===== src/rtl/ifetch_queue.sv =====
// Decoupled instruction-fetch front end: one outstanding imem request at a time,
// responses buffered with their PC in a small FIFO feeding decode.
module ifetch_queue #(
  parameter int          DEPTH    = 4,
  parameter logic [31:0] RESET_PC = 32'h0000_0000
) (
  input  logic                     clk,
  input  logic                     rst,
  output logic                     imem_req,
  output logic [31:0]              imem_addr,
  input  logic                     imem_gnt,
  input  logic                     imem_rvalid,
  input  logic [31:0]              imem_rdata,
  output logic                     inst_valid,
  output logic [31:0]              inst,
  output logic [31:0]              inst_pc,
  input  logic                     inst_ready,
  input  logic                     redirect,
  input  logic [31:0]              redirect_pc,
  output logic [$clog2(DEPTH):0]   count
);

  localparam int AW = $clog2(DEPTH);
  localparam int CW = AW + 1;

  typedef enum logic [1:0] {
    IDLE = 2'd0,
    WAIT = 2'd1,
    DROP = 2'd2
  } state_t;

  state_t          state_q, state_d;
  logic [31:0]     fetch_pc_q, fetch_pc_d;
  logic [31:0]     req_pc_q, req_pc_d;
  logic [CW-1:0]   count_q, count_d;
  logic [AW-1:0]   rd_ptr_q, rd_ptr_d;
  logic [AW-1:0]   wr_ptr_q, wr_ptr_d;
  logic [31:0]     buf_inst_q [DEPTH];
  logic [31:0]     buf_pc_q   [DEPTH];

  logic grant;
  logic push;
  logic pop;
  logic unused_redirect_lsbs;

  // Low PC bits are forced to zero on redirect, so they are never consumed.
  assign unused_redirect_lsbs = ^redirect_pc[1:0];

  assign inst_valid = (count_q != '0);
  assign imem_req   = (state_q == IDLE) && (count_q < CW'(DEPTH)) && !redirect;
  assign imem_addr  = {2'b00, fetch_pc_q[31:2]};
  assign grant      = imem_req && imem_gnt;
  assign push       = (state_q == WAIT) && imem_rvalid && !redirect;
  assign pop        = inst_valid && inst_ready && !redirect;
  assign inst       = inst_valid ? buf_inst_q[rd_ptr_q] : '0;
  assign inst_pc    = inst_valid ? buf_pc_q[rd_ptr_q]   : '0;
  assign count      = count_q;

  always_comb begin
    state_d    = state_q;
    fetch_pc_d = fetch_pc_q;
    req_pc_d   = req_pc_q;
    count_d    = count_q;
    rd_ptr_d   = rd_ptr_q;
    wr_ptr_d   = wr_ptr_q;

    // A response always retires the outstanding request, even under redirect.
    case (state_q)
      IDLE:    if (grant) state_d = WAIT;
      WAIT: begin
        if (imem_rvalid)   state_d = IDLE;
        else if (redirect) state_d = DROP;
      end
      DROP:    if (imem_rvalid) state_d = IDLE;
      default: state_d = IDLE;
    endcase

    if (grant) begin
      req_pc_d   = fetch_pc_q;
      fetch_pc_d = fetch_pc_q + 32'd4;
    end

    if (redirect) begin
      fetch_pc_d = {redirect_pc[31:2], 2'b00};
      count_d    = '0;
      rd_ptr_d   = '0;
      wr_ptr_d   = '0;
    end else begin
      if (push) wr_ptr_d = wr_ptr_q + AW'(1);
      if (pop)  rd_ptr_d = rd_ptr_q + AW'(1);
      count_d = count_q + CW'(push) - CW'(pop);
    end
  end

  always_ff @(posedge clk or posedge rst) begin
    if (rst) begin
      state_q    <= IDLE;
      fetch_pc_q <= RESET_PC;
      req_pc_q   <= RESET_PC;
      count_q    <= '0;
      rd_ptr_q   <= '0;
      wr_ptr_q   <= '0;
    end else begin
      state_q    <= state_d;
      fetch_pc_q <= fetch_pc_d;
      req_pc_q   <= req_pc_d;
      count_q    <= count_d;
      rd_ptr_q   <= rd_ptr_d;
      wr_ptr_q   <= wr_ptr_d;
    end
  end

  // Storage carries no reset; occupancy alone qualifies its contents.
  always_ff @(posedge clk) begin
    if (push) begin
      buf_inst_q[wr_ptr_q] <= imem_rdata;
      buf_pc_q[wr_ptr_q]   <= req_pc_q;
    end
  end

endmodule


===== config.mk =====
export PLATFORM = sky130hd
export DESIGN_NAME = ifetch_queue
export DESIGN_NICKNAME = d
export VERILOG_FILES = /design/src/rtl/ifetch_queue.sv
export SDC_FILE = /design/constraint.sdc
export NUM_CORES = 1
export LEC_CHECK = 0
export BUFFER_PORTS_ARGS = -buffer_cell sky130_fd_sc_hd__buf_2
export CAP_MARGIN = 0
export CORE_ASPECT_RATIO = 2
export CORE_MARGIN = 3
export CORE_UTILIZATION = 45
export CTS_CLUSTER_DIAMETER = 60
export CTS_CLUSTER_SIZE = 12
export DETAILED_ROUTE_END_ITERATION = 12
export SLEW_MARGIN = 15
export SYNTH_ARGS = -nofsm -noshare
export SYNTH_HDL_FRONTEND = slang
export SYNTH_SLANG_ARGS = --single-unit

===== constraint.sdc =====
create_clock -name clk -period 7.2 [get_ports clk]
set_clock_uncertainty 0.05 [all_clocks]
set_input_delay 1.44 -clock clk [delete_from_list [all_inputs] [get_ports clk]]
set_output_delay 1.44 -clock clk [all_outputs]
set_load 0.05 [all_outputs]

==> out/qor.csv <==
metric;value;unit
layout_commonest_cell;edfxtp_1;
worst_slack;2.65;ns
clock_sinks;317;
cts_tree;yes;
grt_pass1_wl;42100;µm
diodes;0;
worstSetupPathType;reg2out;
layout_min_cycle_time;4.55;ns
post_cts_buffers;0;
vias_per_cell;5.41;
synth_ff_type;edfxtp_1;
synth_seq_cells;317;
grt_max_degree;70;
nFillCells;2380;
syn_to_final_growth;15.8;%
die_h;245;µm
power.density;365;mW/mm²
hold_end;buf_pc_q[3][3];
rr_endpoint;count[2];
period_share;0.631;
max_freq;0.220;GHz
coreArea;0.0282;mm²
postCtsHoldBufs;0;
hold_path_depth;0;
die_w;126;µm
layout.cells.most_common_list;edfxtp_1, buf_2, nand2_1, dfrtp_1, and2_1;
rrSetupSlack;4.40;ns
drt_iter0_drc;520;
drive_gt1_frac;0.294;
drc_errors;0;
placementRows;87;
setup_viol;0;
cp_data_arrival_time;3.06;ns
synth.cell_area;0.0129;mm²
path_cells;buf_4 -> mux4_2 -> and2_1 -> buf_2;
cp-end-kind;output pin;
drv_cap;0;
io_buffers;164;
syn_area_per_cell;16.3;µm²
ios;171;
yosysWarnings;0;
yosysUniqueCellTypes;50;
worstMarginPinSlew;1.05;ns
post_cts_resize_count;0;
status;finished, final reports clean;
postLayoutCoreUtil;0.530;
final_cells;1335;
overflow;0;
p_leak;5.66;nW
worstPathRequired;5.71;ns
htreeDepth;1;
antenna_left;0;
grt_setup_unrepaired;no;
nNetsFinal;1033;
placed_cells;1279;
finalHoldViolations;0;
detail_route.wl_per_cell;20.0;µm
async_flop_share;0.218;
final.setup.tns;0;ns
reg2reg_depth;11;
vias;7229;
place_hpwl;15900;µm
pre_cts_slack;3.10;ns
die_area;0.0309;mm²
report.final.slew_viol_count;0;
gp_congestion;0.844;
grt.total_usage;0.174;
netlist_instances;791;
r2r_start;count[1];
dr.pass1.iters;6;
max-vdd-ir-drop;0.204;mV
clock_tree.root_cell;clkbuf_16;
routed_wl;26700;µm
antenna_found_initial;0;
worstSetupStartpointType;flip-flop;
cts_buffer_depth;3;
cts_buffers;30;
max_stage_delay;1.09;ns
hold_class;reg2reg;
finalHoldWorstSlack;0.465;ns
yosysSeqAreaShare;0.711;
slowest_stage;dfrtp_4;
slew_headroom;0.297;
clk_pin_slew;0.06;ns
clock_latency;0.55;ns
critPathMaxFanout;49;
synth_edf_count;248;
initial_core_util;0.457;
hold_path.startpoint;req_pc_q[3];
grt_pass1_vias;7651;
## stage by stage
stage	power (W)	cell area, µm²
floorplan	0.00366	12900
global placement	0.00408	14100
detailed placement	0.00410	14100
CTS	0.00554	14900
global route	0.00574	14900
finish	0.00546	14900
## registers in the layout, indices dropped and copies added, names as in the netlist
register and cells:
fetch_pc_q 30, wr_ptr_q 2, buf_pc_q 120, state_q 2, req_pc_q 30, count 3
buf_inst_q 128, rd_ptr_q 2
## synthesized netlist by cell type (all sizes together) (3+ instances only)
master    n  share of area
a21o      4         0.0023
xnor2     3         0.0020
a32oi     3         0.0020
inv      12         0.0035
nor3      3         0.0012
nor4      4         0.0059
and2     68          0.033
o21ai    19         0.0074
nand4    10         0.0077
or4       4         0.0023
a21oi     9         0.0035
nor2b     3         0.0015
mux2i     3         0.0023
edfxtp  248           0.58
o311ai    8         0.0054
and3     10         0.0049
nand3    27          0.010
buf      16         0.0072
clkbuf   29         0.0085
a22oi     3         0.0017
nor2     22         0.0064
o211ai    8         0.0047
xor2      3         0.0020
ha        7         0.0068
mux4     62           0.11
dfrtp    69           0.13
nand2   115          0.034
## report_power, final
group / switching (W) / internal [W] / leakage (nW) / total (W)
Clock: 0.000623 / 0.000803 / 0.415 / 0.00143
Combinational: 0.00112 / 0.000477 / 2.14 / 0.00159
Sequential: 0.000232 / 0.00221 / 3.11 / 0.00244
Total: 0.00197 / 0.00349 / 5.66 / 0.00546
## kinds of logic after synthesis
group | Yosys count | synth area share
muxes | 66 | 0.111
and+or+nand+nor | 273 | 0.112
other | 1 | 0.000291
buffers and inverters | 57 | 0.0192
DFF | 317 | 0.711
xor gates and xnor gates | 6 | 0.00408
AOI/OAI and AO/OA | 63 | 0.0329
adders and majority gates | 8 | 0.00834
## layout make-up
class,instances,area (µm²),area share
repair buffers,174,896,0.0600
clock buffers,55,866,0.0580
multi-input cells,420,3500,0.234
well taps,356,445,0.0298
clock inverters,1,8.76,0.000586
inverters,12,45.0,0.00302
flip-flops and latches,317,9180,0.614
## metal layers
metal | share of wire | global-route usage | wire length (µm) | up-vias
met5 | 0 | 0 | 0 | -
met4 | 0.029 | 0.0610 | 770 | 0
met3 | 0.056 | 0.0274 | 1480 | 53
met2 | 0.52 | 0.312 | 13900 | 254
met1 | 0.39 | 0.212 | 10500 | 3596
li1 | - | - | - | 3326
## critical path: cells and delay by family (launching register included)
kind,cells,cell delay (ns)
buffers and inverters,2,0.67
DFF,1,1.09
muxes,1,0.54
and+or+nand+nor,1,0.16
## worst max path at each step
stage,start,to,slack (ns),depth (start not counted)
2_1_floorplan,redirect,imem_req,3.30,2
3_3_place_gp,rd_ptr_q[0],inst[12],3.08,4
3_5_place_dp,rd_ptr_q[0],inst[11],3.10,4
4_1_cts,rd_ptr_q[0],inst[11],2.49,4
5_1_grt,rd_ptr_q[0],inst[14],2.38,4
6_report,rd_ptr_q[0],inst[15],2.65,4
Power figures use the tool's default switching activity.
